===== src/rtl/lc3b_control_pkg.sv =====
// ============================================================================
// Package : lc3b_types
// Brief   : Shared LC-3b opcodes, datapath mux select codes and ALU operations.
// Revision: 1.0 - initial release
// ============================================================================
`default_nettype none

package lc3b_types;

  typedef enum logic [3:0] {
    OP_BR   = 4'b0000, OP_ADD  = 4'b0001, OP_LDB  = 4'b0010, OP_STB  = 4'b0011,
    OP_JSR  = 4'b0100, OP_AND  = 4'b0101, OP_LDR  = 4'b0110, OP_STR  = 4'b0111,
    OP_RTI  = 4'b1000, OP_NOT  = 4'b1001, OP_LDI  = 4'b1010, OP_STI  = 4'b1011,
    OP_JMP  = 4'b1100, OP_SHF  = 4'b1101, OP_LEA  = 4'b1110, OP_TRAP = 4'b1111
  } lc3b_opcode;

  typedef enum logic [1:0] {
    ALU_ADD  = 2'd0,
    ALU_AND  = 2'd1,
    ALU_NOT  = 2'd2,
    ALU_PASS = 2'd3
  } lc3b_aluop;

  localparam logic [1:0] PCMUX_PC2       = 2'd0;
  localparam logic [1:0] PCMUX_BR_ADD    = 2'd1;
  localparam logic [1:0] PCMUX_SR1       = 2'd2;
  localparam logic [1:0] ALUMUX_SR2      = 2'd0;
  localparam logic [1:0] ALUMUX_ADJ6     = 2'd1;
  localparam logic [1:0] ALUMUX_IMM5     = 2'd2;
  localparam logic       MARMUX_ALU      = 1'b0;
  localparam logic       MARMUX_PC       = 1'b1;
  localparam logic       MDRMUX_ALU      = 1'b0;
  localparam logic       MDRMUX_MEM      = 1'b1;
  localparam logic       REGFILEMUX_ALU  = 1'b0;
  localparam logic       REGFILEMUX_MDR  = 1'b1;
  localparam logic       STOREMUX_SR1    = 1'b0;
  localparam logic       STOREMUX_DEST   = 1'b1;

endpackage

`default_nettype wire


===== src/rtl/lc3b_control.sv =====
// ============================================================================
// Module  : lc3b_control
// Brief   : Multicycle LC-3b control FSM with retired-instruction counter.
// Revision: 1.0 - initial release
// ============================================================================
`default_nettype none

module lc3b_control
  import lc3b_types::*;
#(
  parameter int CNT_WIDTH = 32
) (
  input  logic                 clk,
  input  logic                 reset,
  input  logic [3:0]           opcode,
  input  logic                 branch_enable,
  input  logic                 imm5_enable,
  input  logic                 mem_resp,
  output logic [1:0]           pcmux_sel,
  output logic                 load_pc,
  output logic                 load_ir,
  output logic                 load_regfile,
  output logic                 load_mar,
  output logic                 load_mdr,
  output logic                 load_cc,
  output logic                 storemux_sel,
  output logic [1:0]           alumux_sel,
  output logic                 regfilemux_sel,
  output logic                 marmux_sel,
  output logic                 mdrmux_sel,
  output logic [1:0]           aluop,
  output logic                 mem_read,
  output logic                 mem_write,
  output logic [CNT_WIDTH-1:0] instr_count
);

  typedef enum logic [3:0] {
    FETCH1    = 4'd0,
    FETCH2    = 4'd1,
    FETCH3    = 4'd2,
    DECODE    = 4'd3,
    ALU_OP    = 4'd4,
    CALC_ADDR = 4'd5,
    LDR1      = 4'd6,
    LDR2      = 4'd7,
    STR1      = 4'd8,
    STR2      = 4'd9,
    BR_CHK    = 4'd10,
    BR_TAKEN  = 4'd11,
    JMP       = 4'd12
  } lc3b_control_state;

  lc3b_control_state state, next_state;

  // Every return to FETCH1 retires exactly one instruction, including no-ops.
  always_ff @(posedge clk or posedge reset) begin
    if (reset) begin
      state       <= FETCH1;
      instr_count <= '0;
    end else begin
      state <= next_state;
      if (next_state == FETCH1)
        instr_count <= instr_count + CNT_WIDTH'(1);
    end
  end

  always_comb begin
    next_state     = state;
    pcmux_sel      = PCMUX_PC2;
    load_pc        = 1'b0;
    load_ir        = 1'b0;
    load_regfile   = 1'b0;
    load_mar       = 1'b0;
    load_mdr       = 1'b0;
    load_cc        = 1'b0;
    storemux_sel   = STOREMUX_SR1;
    alumux_sel     = ALUMUX_SR2;
    regfilemux_sel = REGFILEMUX_ALU;
    marmux_sel     = MARMUX_ALU;
    mdrmux_sel     = MDRMUX_ALU;
    aluop          = ALU_ADD;
    mem_read       = 1'b0;
    mem_write      = 1'b0;

    case (state)
      FETCH1: begin
        marmux_sel = MARMUX_PC;
        load_mar   = 1'b1;
        load_pc    = 1'b1;
        next_state = FETCH2;
      end
      FETCH2: begin
        mem_read   = 1'b1;
        mdrmux_sel = MDRMUX_MEM;
        load_mdr   = 1'b1;
        if (mem_resp) next_state = FETCH3;
      end
      FETCH3: begin
        load_ir    = 1'b1;
        next_state = DECODE;
      end
      DECODE: begin
        case (opcode)
          OP_ADD, OP_AND, OP_NOT: next_state = ALU_OP;
          OP_LDR, OP_STR:         next_state = CALC_ADDR;
          OP_BR:                  next_state = BR_CHK;
          OP_JMP:                 next_state = JMP;
          default:                next_state = FETCH1;
        endcase
      end
      ALU_OP: begin
        case (opcode)
          OP_AND:  aluop = ALU_AND;
          OP_NOT:  aluop = ALU_NOT;
          default: aluop = ALU_ADD;
        endcase
        if (imm5_enable && opcode != OP_NOT) alumux_sel = ALUMUX_IMM5;
        load_regfile = 1'b1;
        load_cc      = 1'b1;
        next_state   = FETCH1;
      end
      CALC_ADDR: begin
        alumux_sel = ALUMUX_ADJ6;
        load_mar   = 1'b1;
        next_state = (opcode == OP_LDR) ? LDR1 : STR1;
      end
      LDR1: begin
        mem_read   = 1'b1;
        mdrmux_sel = MDRMUX_MEM;
        load_mdr   = 1'b1;
        if (mem_resp) next_state = LDR2;
      end
      LDR2: begin
        regfilemux_sel = REGFILEMUX_MDR;
        load_regfile   = 1'b1;
        load_cc        = 1'b1;
        next_state     = FETCH1;
      end
      STR1: begin
        storemux_sel = STOREMUX_DEST;
        aluop        = ALU_PASS;
        load_mdr     = 1'b1;
        next_state   = STR2;
      end
      STR2: begin
        mem_write = 1'b1;
        if (mem_resp) next_state = FETCH1;
      end
      BR_CHK:   next_state = branch_enable ? BR_TAKEN : FETCH1;
      BR_TAKEN: begin
        pcmux_sel  = PCMUX_BR_ADD;
        load_pc    = 1'b1;
        next_state = FETCH1;
      end
      JMP: begin
        pcmux_sel  = PCMUX_SR1;
        load_pc    = 1'b1;
        next_state = FETCH1;
      end
      default: next_state = FETCH1;
    endcase

    // Reset squashes side effects combinationally so an in-flight access ends this cycle.
    if (reset) begin
      load_pc      = 1'b0;
      load_ir      = 1'b0;
      load_regfile = 1'b0;
      load_mar     = 1'b0;
      load_mdr     = 1'b0;
      load_cc      = 1'b0;
      mem_read     = 1'b0;
      mem_write    = 1'b0;
    end
  end

endmodule

`default_nettype wire


===== config.mk =====
export PLATFORM = sky130hd
export DESIGN_NAME = lc3b_control
export DESIGN_NICKNAME = d
export VERILOG_FILES = /design/src/rtl/lc3b_control_pkg.sv /design/src/rtl/lc3b_control.sv
export SDC_FILE = /design/constraint.sdc
export NUM_CORES = 1
export LEC_CHECK = 0
export ABC_AREA = 1
export ABC_CLOCK_PERIOD_IN_PS = 3150
export CAP_MARGIN = 30
export CORE_ASPECT_RATIO = 1.4
export CORE_MARGIN = 2
export CORE_UTILIZATION = 45
export CTS_BUF_LIST = sky130_fd_sc_hd__clkbuf_2
export CTS_CLUSTER_SIZE = 8
export DETAILED_ROUTE_END_ITERATION = 8
export PLACE_DENSITY = 0.78
export REMOVE_ABC_BUFFERS = 1
export SLEW_MARGIN = 30
export SYNTH_ARGS = -nofsm -noshare
export SYNTH_HDL_FRONTEND = slang
export SYNTH_SLANG_ARGS = --single-unit

===== constraint.sdc =====
create_clock -name clk -period 3.15 [get_ports clk]
set_clock_uncertainty 0.1 [all_clocks]
set_input_delay 0.315 -clock clk [delete_from_list [all_inputs] [get_ports clk]]
set_output_delay 0.315 -clock clk [all_outputs]
set_load 0.1 [all_outputs]

== After elaboration in Yosys (flattened, before gate mapping) ==
Cells that the tools add are included.
Storage, ports and cells
  memories: 0
  word-level logic and storage cells: 62
  flip-flop bits (word level): 36
  input bits: 9
  output and inout bits: 50
  bits in latches: 0
  memory bits (read-only): 0
  memory bits (writable): 0
Operators by class
  div/mod/pow operators: 0
  muxes and demuxes: 29
  multiply operators: 0
  shift operators: 0
  reduce and logical (&&, ||, !) cells: 11
  order comparisons: 0
  equality and inequality tests: 19
  $add $sub $neg: 1
  bitwise operators: 0
Operator list (number)
  4-bit one-hot mux with 9 select lines: 1
  32-bit by 1-bit adder with 32-bit output, second input constant: 1
  4-bit by 3-bit == test with 1-bit output, second input constant: 7
  4-bit == test, second input constant: 7
  4-bit 2-to-1 mux: 5
  1-bit 2-to-1 mux: 17
  2-bit one-hot mux with 2 select lines: 4
  4-bit one-hot mux with 4 select lines: 1
  4-bit logical NOT: 3
  3-bit OR reduction: 3
  4-bit by 1-bit == test with 1-bit output, second input constant: 2
  4-bit by 2-bit == test with 1-bit output, second input constant: 2
  2-bit OR reduction: 4
  4-bit != test, second input constant: 1
  2-bit 2-to-1 mux: 1
  1-bit logical AND: 1

== Depth between registers and ports, before layout ==
  depth after elaboration: 5
  depth in mapped cells: 11
  mapped depth without buffers: 10

== Worst setup path before layout ==
Ideal clock, no wire load.
  kind: reg-to-output
  from: register state[3]
  to: output port aluop[0]
  path buffers: 0
  data required time: 2.735 ns
  setup slack: -1.005 ns
  arrival: 3.740 ns
  cell stages (with the launch flop): 4
  cell sequence: dfrtp_1 -> nor2_2 -> nand2_1 -> o41ai_1
Between the ends
  cells in the longest elaborated chain, start to end: 2
  elaborated cells on any way between the ends: 3
  classes of those cells: 2 x eq/ne; 1 x mux
Ends and longest elaborated chain
  start, declared: RTL line lc3b_control.sv:53  | lc3b_control_state state, next_state;
  start signal, assigned: RTL line lc3b_control.sv:61  | state <= next_state;
  4-bit == test or 4-bit by 3-bit == test with 1-bit output (tied branches): RTL line lc3b_control.sv:85  | case (state)
  2-bit one-hot mux with 2 select lines *: RTL line lc3b_control.sv:85
  end, declared: RTL line lc3b_control.sv:31  | output logic [1:0] aluop,
Mark *: on every way between the ends. The rest lies on a longest branch, timed or not.

== Final worst setup path ==
  from: register state[3]
  to: output port load_mar
Between the ends
  cells in the longest elaborated chain, start to end: 4
  elaborated cells on any way between the ends: 5
  classes of those cells: 1 x eq/ne; 2 x mux; 2 x reduce/logical
Ends and longest elaborated chain
  4-bit by 3-bit == test with 1-bit output or 4-bit logical NOT (tied branches): RTL line lc3b_control.sv:85
  2-bit OR reduction (no line) *
  1-bit 2-to-1 mux *: RTL line lc3b_control.sv:85
  1-bit 2-to-1 mux *: RTL line lc3b_control.sv:164  | if (reset) begin
  end, declared: RTL line lc3b_control.sv:23  | output logic load_mar,
Marked as above.

==> run summary <==
status - finished, final reports clean
clk_lat worst skew - 380 ps
ys async rst share - 100%
critical path peak fanout - 7
Die Wd - 69.4 um
clk sinks - 36
post-synthesis sequential area ratio - 33.4%
cells after synthesis - 425
setup tns final - 0 ps
GRT busiest layer - met2
Routed Antenna Nets - 0
hold crit path type - primary input to async pin
core area - 5820 um2
Final Max Slew Viols - 0
via count of the routed design - 2,781
GRT Total Usage - 20.9%
die area - 6630 um2
DRC viols - 0
Reg clk slew, reported paths - 190 ps
die height - 95.6 um
most frequent CP cell - nor2_1
pin count of the biggest net entering global routing - 37
routing usage on met2 - 39.4%
area grow syn2layout - 19.3%
setup bufs post-CTS - 0
TritonCTS buffer count - 5
Initial Util - 46.3%
Total Wirelength - 6.68 mm
layout cells sized above 1 - 15.9%
Detailed Place HPWL - 5.17 mm
CP max-delay cell - dfrtp_1
switch share - 62.1%
period utilisation layout - 71.0%
worst path required time - 2730 ps
Fin. Hold Viols - 0
antenna violations before repair - 0
1st-pass router iterations - 4
clock power share - 8.2%
GR Util met1 - 24.7%
WS Path Type - flip-flop to output port
RD Place Congestion - 0.895
Synth top area share - 33.4%
main flop type after synthesis - dfrtp_1
DR vias/cell - 5.03
Post-Layout Cell Count - 553
hold buffers post-CTS - 0
Peak Freq - 447 MHz
Rel. slew slack - 70.4%
number of global-route vias before repair - 2,628
DR iter-0 viols - 155
Synth Register Bits - 36
global-route wire length before repair - 11.5 mm
Synth cell types - 28
# IOs - 59
Post-Place Cells - 546
Congestion Overflow GR - 0
row count - 33
area leader, netlist - dfrtp_1
Post-synth EDFFs - 0
# nets final - 493
register share of total power - 24.6%
RSZ-0062 raised after global routing - false
number of warnings issued by yosys - 0
Pwr Density - 724 nW/um2
max-cap violations - 0
setup violators final - 0
GR Util met3 - 3.59%
worst-path cell chain - nor2_2 > inv_1 > nor2_1 > nor2_1 > nor2_1 > buf_4
combinational share of power - 67.2%
Pint - 0.881 mW
CTS H-tree depth - 2
WL/cell - 12.1 um
reg-to-reg slack, setup - 1050 ps
mapped cell area - 2700 um2
Port Buffer Count - 58
n_diodes - 0
peak supply drop - 0.374 mV
most numerous cell in the Yosys netlist - nand2_1
Worst setup EP type - output port
minimum clock period - 2240 ps
Post-synth top cells - nand2_1 (182), nor2_1 (73), nand3_1 (39)
worst slew pin tran - 444 ps
Pleak - 1.67 nW
clk buf depth - 2
Critical Path Start Type - flip-flop
CP Data Arrival Time - 1820 ps
crit-path max cell delay - 490 ps
P_sw - 1.45 mW
Synth area leaders - dfrtp_1 (33%), nand2_1 (25%), nor2_1 (10%)
CTS tree - done
average cell area after synthesis - 6.34 um2
post-CTS sizing - 0
clock root buffer - clkbuf_2
[final cells by class]
type / instances / area (um2)
clock inverters: 2 / 7.51
flip-flops and latches: 36 / 901
fillers: 563 / 2610
inverters: 26 / 97.6
clock buffers: 5 / 25.0
multi-input cells: 353 / 1610
repair buffers: 61 / 490
well taps: 70 / 87.6
[kinds of logic after synthesis]
| group | after synthesis | share of synthesized area [%] |
|---|---|---|
| flip-flops | 36 | 33.4 |
| buffers and inverters | 36 | 6.96 |
| adder cells (fa/ha/maj) | 1 | 0.464 |
| XOR/XNOR | 14 | 4.55 |
| AO/OA/AOI/OAI | 8 | 2.00 |
| AND/OR/NAND/NOR | 330 | 52.6 |
[metrics by stage]
step                      worst slack, ps  utilization [%]  hold WS, ps  power [mW]  area, um2
final                                 914             55.2          421        2.33       3220
after global routing                  745             55.2          482        2.49       3220
after CTS                             914             55.2          432        2.35       3220
after detailed placement              702             54.7          427        2.15       3180
after global placement                750             54.7          401        2.14       3180
after floorplan                     -2250                -          390        1.78       2610
[cell usage in the layout, fill, tap and decap left out]
master           count
xnor2_1              3
inv_2                4
clkbuf_2             5
nor2_1              73
a21oi_1              1
o41ai_1              1
xor2_1              11
nor2_4               2
nand3_2              2
nor4_1               2
o31ai_1              1
nand2_2              4
inv_1               22
and2_1               1
nand4_1              1
buf_4               52
nor2_2               5
ha_1                 1
nand2_1            182
nand3b_1            16
a31oi_1              1
dfrtp_1             36
nand3_1             39
a21oi_2              1
buf_12               1
o21ai_0              2
nand2_4              1
a211oi_1             1
clkinv_1             2
nor3_1               2
clkdlybuf4s50_1      8
[path summary, 6_finish.rpt]
check                           cells past startpoint             from              end
worst max-delay path                                6         state[3]         load_mar
worst min-delay path                                3            reset   instr_count[5]
worst max register to register                      9   instr_count[0]  instr_count[30]
worst min register to register                      2  instr_count[31]  instr_count[31]
max in group asynchronous                           3            reset  instr_count[14]
min in group clk                                    2  instr_count[31]  instr_count[31]
[worst max-delay path: cells and delay by family, from the launching register on]
family	cells	cell delay (ps)
and+or+nand+nor	4	590
buffers and inverters	2	370
DFF	1	490
[power by group through the flow]
stage	Sequential [mW]	Combinational [mW]	Clock, mW
6_report	0.571	1.56	0.192
5_1_grt	0.580	1.68	0.221
4_1_cts	0.571	1.58	0.199
3_5_place_dp	0.580	1.57	0
3_3_place_gp	0.579	1.56	0
2_1_floorplan	0.746	1.03	0
[flip-flops by register name (all words and copies together), names as in the netlist]
name         count
state            4
instr_count     32
[layer usage]
layer,up-vias,wire length (um)
met4,0,85
met5,-,0
met1,1251,2930
met2,70,3350
li1,1451,-
met3,9,325
(Power assumes the default switching activity.)
